--- config.mk ---
export PLATFORM = sky130hd
export DESIGN_NAME = freq_div_prog
export DESIGN_NICKNAME = d
export VERILOG_FILES = /design/src/rtl/freq_div_pkg.sv /design/src/rtl/freq_div_prog_scan_cnt.sv /design/src/rtl/freq_div_prog.sv
export SDC_FILE = /design/constraint.sdc
export NUM_CORES = 1
export LEC_CHECK = 0
export ABC_AREA = 1
export CORE_MARGIN = 10
export CORE_UTILIZATION = 45
export CTS_CLUSTER_SIZE = 12
export DETAILED_ROUTE_END_ITERATION = 6
export GPL_TIMING_DRIVEN = 0
export SLEW_MARGIN = 20
export SYNTH_ARGS = -nofsm -noshare
export SYNTH_HDL_FRONTEND = slang
export SYNTH_SLANG_ARGS = --single-unit
--- constraint.sdc ---
create_clock -name clk -period 5.5 [get_ports clk]
set_input_delay 0.55 -clock clk [delete_from_list [all_inputs] [get_ports clk]]
set_output_delay 0.55 -clock clk [all_outputs]
set_load 0.005 [all_outputs]
--- src/rtl/freq_div_pkg.sv ---
// Shared clock-rate constants and divisor helper for the programmable divider.
package freq_div_pkg;

  localparam int unsigned CLK_HZ      = 40000000;
  localparam int unsigned DIV_1HZ     = 20000000;
  localparam int unsigned DIV_100HZ   = 200000;
  localparam int unsigned SCN_PRE_DEF = 15;

  // clk_cnt toggles once per divisor cycles, so its frequency is CLK_HZ/(2*div).
  function automatic int unsigned div_for_hz(input int unsigned hz);
    if (hz == 0) begin
      return 0;
    end
    return CLK_HZ / (2 * hz);
  endfunction

endpackage

--- src/rtl/freq_div_prog_scan_cnt.sv ---
// Display scan index: free-running prescaler advancing a modulo-SCN_N index.
// scn_tick is registered, aligned with the cycle clk_scn shows its new value.
module scan_cnt
  import freq_div_pkg::*;
#(
  parameter int SCN_W     = 2,
  parameter int SCN_N     = 4,
  parameter int SCN_PRE_W = SCN_PRE_DEF
) (
  input  logic             clk,
  input  logic             rst,
  output logic [SCN_W-1:0] clk_scn,
  output logic             scn_tick
);

  logic [SCN_PRE_W-1:0] r_pre;
  logic [SCN_W-1:0]     r_scn;
  logic                 r_tick;
  logic                 w_pre_wrap;

  assign w_pre_wrap = &r_pre;

  always_ff @(posedge clk) begin
    if (rst) begin
      r_pre  <= '0;
      r_scn  <= '0;
      r_tick <= 1'b0;
    end else begin
      r_pre  <= r_pre + 1'b1;
      r_tick <= w_pre_wrap;
      if (w_pre_wrap) begin
        r_scn <= (r_scn == SCN_W'(SCN_N - 1)) ? '0 : r_scn + 1'b1;
      end
    end
  end

  assign clk_scn  = r_scn;
  assign scn_tick = r_tick;

endmodule

--- src/rtl/freq_div_prog.sv ---
// Programmable clock-enable tick and 50% divided clock, plus display scan index.
// Tick is registered one cycle after terminal count; new divisors only take effect at a wrap.
module freq_div_prog
  import freq_div_pkg::*;
#(
  parameter int          CNT_W     = 25,
  parameter int unsigned DEF_DIV   = DIV_1HZ,
  parameter int          SCN_W     = 2,
  parameter int          SCN_N     = 4,
  parameter int          SCN_PRE_W = SCN_PRE_DEF
) (
  input  logic             clk,
  input  logic             rst,
  input  logic             en,
  input  logic             clr,
  input  logic             div_ld,
  input  logic [CNT_W-1:0] div_in,
  output logic             div_busy,
  output logic             div_err,
  output logic             cnt_tick,
  output logic             clk_cnt,
  output logic [SCN_W-1:0] clk_scn,
  output logic             scn_tick
);

  logic [CNT_W-1:0] r_cnt;
  logic [CNT_W-1:0] r_div_act;
  logic [CNT_W-1:0] r_div_pend;
  logic             r_busy;
  logic             r_err;
  logic             r_tick;
  logic             r_clk_cnt;

  logic             w_ld_ok;
  logic             w_ld_zero;
  logic             w_tc;
  logic             w_wrap;

  assign w_ld_ok   = div_ld && (div_in != '0);
  assign w_ld_zero = div_ld && (div_in == '0);
  assign w_tc      = en && (r_cnt == (r_div_act - CNT_W'(1)));
  assign w_wrap    = clr || w_tc;

  always_ff @(posedge clk) begin
    if (rst) begin
      r_cnt      <= '0;
      r_div_act  <= CNT_W'(DEF_DIV);
      r_div_pend <= '0;
      r_busy     <= 1'b0;
      r_err      <= 1'b0;
      r_tick     <= 1'b0;
      r_clk_cnt  <= 1'b0;
    end else begin
      r_err <= w_ld_zero;

      // A load arriving on the wrap cycle itself bypasses the pending register.
      if (w_wrap) begin
        if (w_ld_ok) begin
          r_div_act <= div_in;
        end else if (r_busy) begin
          r_div_act <= r_div_pend;
        end
        r_busy <= 1'b0;
      end else if (w_ld_ok) begin
        r_div_pend <= div_in;
        r_busy     <= 1'b1;
      end

      if (clr) begin
        r_cnt     <= '0;
        r_clk_cnt <= 1'b0;
        r_tick    <= 1'b0;
      end else if (en) begin
        if (w_tc) begin
          r_cnt     <= '0;
          r_tick    <= 1'b1;
          r_clk_cnt <= ~r_clk_cnt;
        end else begin
          r_cnt  <= r_cnt + 1'b1;
          r_tick <= 1'b0;
        end
      end else begin
        r_tick <= 1'b0;
      end
    end
  end

  assign div_busy = r_busy;
  assign div_err  = r_err;
  assign cnt_tick = r_tick;
  assign clk_cnt  = r_clk_cnt;

  scan_cnt #(
    .SCN_W    (SCN_W),
    .SCN_N    (SCN_N),
    .SCN_PRE_W(SCN_PRE_W)
  ) u_scan_cnt (
    .clk     (clk),
    .rst     (rst),
    .clk_scn (clk_scn),
    .scn_tick(scn_tick)
  );

endmodule

==> results.cfg <==
[place]
dp.final_hpwl_um = 11600
port-buffer-count = 36
postPlaceCellArea_mm2 = 0.00614
place.gp.congestion = 0.856
place_ws_ns = 2.43

[detailed_routing]
wl_per_cell_um = 13.4
avgViaCountPerCell = 4.91
vias = 5359
drt-pass1-iter-count = 5
drtAntennaViolNets = 0
wirelength_um = 14600
drt-initial-drc-count = 380
drc_errors = 0

[timing]
period_needed_ns = 2.69
setup_viol = 0
slew_headroom_pct = 59.4
timing.final.crit_share_pct = 49.0
hold_violations = 0
setup_slack_ns = 2.81
finalSetupTns_ns = 0
rsz0062_at_grt = no
whs_ns = 0.449
tightest_slew_ns = 0.605
max_freq_mhz = 371
slew_viol_final = 0
clock_skew_ns = 0.00552

[power]
swShare_pct = 28.5
combPwrFrac_pct = 15.1
p_sw_w = 0.000476
peakVddDrop_uv = 170
pwr-share-clk_pct = 39.4
p_int_w = 0.00120
p_seq_share_pct = 45.4
powerDensity_mw_per_mm2 = 259
p_leak_nw = 2.83

[hold_path]
hold_path_class = flop to flop
hold_start = u_scan_cnt.r_pre[14]

[worst_setup_path]
critPathMaxFanout = 5
worst-r2r-setup-slack_ns = 2.86
r2r_start = r_div_act[0]
critPathLaunchType = input port
crit_end = r_cnt[24]
critical_path.cell_chain = clkdlybuf4s50_1, inv_2, nor3_2, nand2_1, nor2_1, nand2_1, nor2_2, nand3_2, nor2_2, nand2_1, nor2_2, nand2_1, xor2_1, nor2_1
crit_top_cell = nand2_1
cp.required_ns = 5.75
crit_path_end_kind = flop
setup.worst_path.class = input port to flop
cp-startpoint = en
slowest_delay_ns = 0.60
r2r_end = r_div_pend[12]
cp.arrival_ns = 2.94
cp_slowest_cell = clkdlybuf4s50_1
r2r.worst_path.cells = 16

[die]
num_rows = 40
fp.dieH_um = 131
coreArea_mm2 = 0.0121
die_x_um = 131
start_util_pct = 46.2
die_area_mm2 = 0.0172
io_pins = 37

[clocking]
cts_hold_buf = 0
post_cts_buffers = 0
cts_buffers = 9
cts_max_level = 3
tritoncts = done
root_buffer = clkbuf_16
clk_pin_slew_worst_paths_ns = 0.07
cts_max_path_buffers = 2
cts.sinks = 97
clk_latency_ns = 0.36
ctsResizeCount = 0

[layout]
drive_gt1_share_pct = 5.95
num-fill-cells = 1224
n_antenna_cell = 0
area_growth_pct = 15.7
nets = 953
final_area_mm2 = 0.00645

[synthesis]
synth_edf_count = 0
syn_avg_cell_area_um2 = 6.39
ys_async_sr_fraction_pct = 0
synth_ff_type = dfxtp_1
yosysSeqAreaShare_pct = 34.8
syn_inst = 872
synth_warnings = 0
synth_seq_cells = 97
synth_area_mm2 = 0.00557
yosysUniqueCellTypes = 33
synth_nets = 906

[global_route]
grt_pass1_vias = 5013
grt_max_degree = 17
grt.overflow.total = 0
antenna_found_initial = 0
grt_pass1_wl_um = 24500
grt_util_all_layers_pct = 16.9

[outcome]
status = complete, no violations

[job]
drv_cap = 0
[power by group through the flow]
stage | clock [W] | sequential (W) | combinational, W
after floorplan | 0 | 0.000766 | 0.000181
after global placement | 0 | 0.000774 | 0.000248
after detailed placement | 0 | 0.000775 | 0.000252
after CTS | 0.000671 | 0.000759 | 0.000254
after global routing | 0.000703 | 0.000764 | 0.000289
final | 0.000659 | 0.000759 | 0.000253
[Yosys cell counts (2+ instances only)]
cell type / n / share of area (%)
nand2_1: 214 / 14
nor4_1: 4 / 0.45
nand3_1: 68 / 6.1
buf_4: 3 / 0.40
inv_1: 123 / 8.3
xor2_1: 29 / 4.6
buf_6: 7 / 1.4
nor2_4: 3 / 0.61
nand2_2: 4 / 0.45
nand4_1: 31 / 3.5
nand3b_1: 2 / 0.27
dfxtp_1: 97 / 35
nor3_1: 18 / 1.6
nand3_2: 2 / 0.36
o21ai_0: 33 / 3.0
ha_1: 4 / 0.90
xnor2_1: 10 / 1.6
o21bai_1: 2 / 0.27
nor2_2: 9 / 1.0
clkbuf_1: 14 / 0.94
nor2_1: 144 / 9.7
a21oi_1: 33 / 3.0
inv_2: 5 / 0.34
buf_1: 4 / 0.27
[worst min-delay path by stage]
| stage | end | slack, ns | cells past startpoint |
|---|---|---|---|
| 2_1_floorplan | u_scan_cnt.r_pre[0] | 0.42 | 1 |
| 3_3_place_gp | u_scan_cnt.r_pre[0] | 0.43 | 1 |
| 3_5_place_dp | u_scan_cnt.r_pre[14] | 0.44 | 2 |
| 4_1_cts | u_scan_cnt.r_pre[14] | 0.45 | 2 |
| 5_1_grt | u_scan_cnt.r_pre[14] | 0.48 | 2 |
| 6_report | u_scan_cnt.r_pre[14] | 0.45 | 2 |
[critical path, delay by kind of cell]
family / cells / cell delay, ns
buf+inv: 2 / 0.70
simple gates: 11 / 1.56
xor+xnor: 1 / 0.13
[cell type report]
cell class | instances | area, µm² | area share [%]
Clock buffer | 10 | 239 | 3.71
Timing Repair Buffer | 36 | 360 | 5.59
Clock inverter | 6 | 65.1 | 1.01
Buffer | 28 | 169 | 2.62
Tap cell | 168 | 210 | 3.26
Inverter | 128 | 480 | 7.45
Sequential cell | 97 | 1940 | 30.1
Multi-Input combinational cell | 619 | 2980 | 46.3
[routing by layer]
metal	part of all wire [%]	global-route usage [%]	vias up
met2	49	28.8	90
met4	1.6	6.18	0
li1	-	-	2824
met3	3.5	2.78	18
met1	46	21.1	2427
met5	0	0	-
[per-stage QoR]
| step | instances | utilization, % | power (W) |
|---|---|---|---|
| after floorplan | 872 | - | 0.000947 |
| after global placement | 1076 | 50.9 | 0.00102 |
| after detailed placement | 1076 | 50.9 | 0.00103 |
| after CTS | 1092 | 53.5 | 0.00168 |
| after global routing | 1092 | 53.5 | 0.00176 |
| final | 1092 | 53.5 | 0.00167 |
[cells in the final DEF (no fill, tap or decap), drive strengths merged, types with 24 or more instances in the layout]
cell           synthesis  final
clkdlybuf4s50          0     36
dfxtp                 97     97
o21ai                 33     33
nor2                 156    156
a21oi                 33     33
inv                  128    130
xor2                  29     29
clkbuf                14     24
nand4                 31     31
nand2                220    220
nand3                 71     71
[cell families (layout without fill, tap and decap cells)]
family                   Yosys count  after routing  synth area share, %
buffers and inverters            156            208                 11.6
XOR/XNOR                          39             39                 6.13
adder cells (fa/ha/maj)            4              4                0.898
flip-flops                        97             97                 34.8
AND/OR/NAND/NOR                  507            507                 40.2
AO/OA/AOI/OAI                     69             69                 6.33
[sequential cells by signal, summed over array words and instances, names as in the netlist]
| name | count |
|---|---|
| u_scan_cnt.scn_tick | 1 |
| clk_cnt | 1 |
| r_div_pend | 25 |
| cnt_tick | 1 |
| u_scan_cnt.clk_scn | 2 |
| div_busy | 1 |
| r_div_act | 25 |
| r_cnt | 25 |
| div_err | 1 |
| u_scan_cnt.r_pre | 15 |
Power figures use the tool's default switching activity.
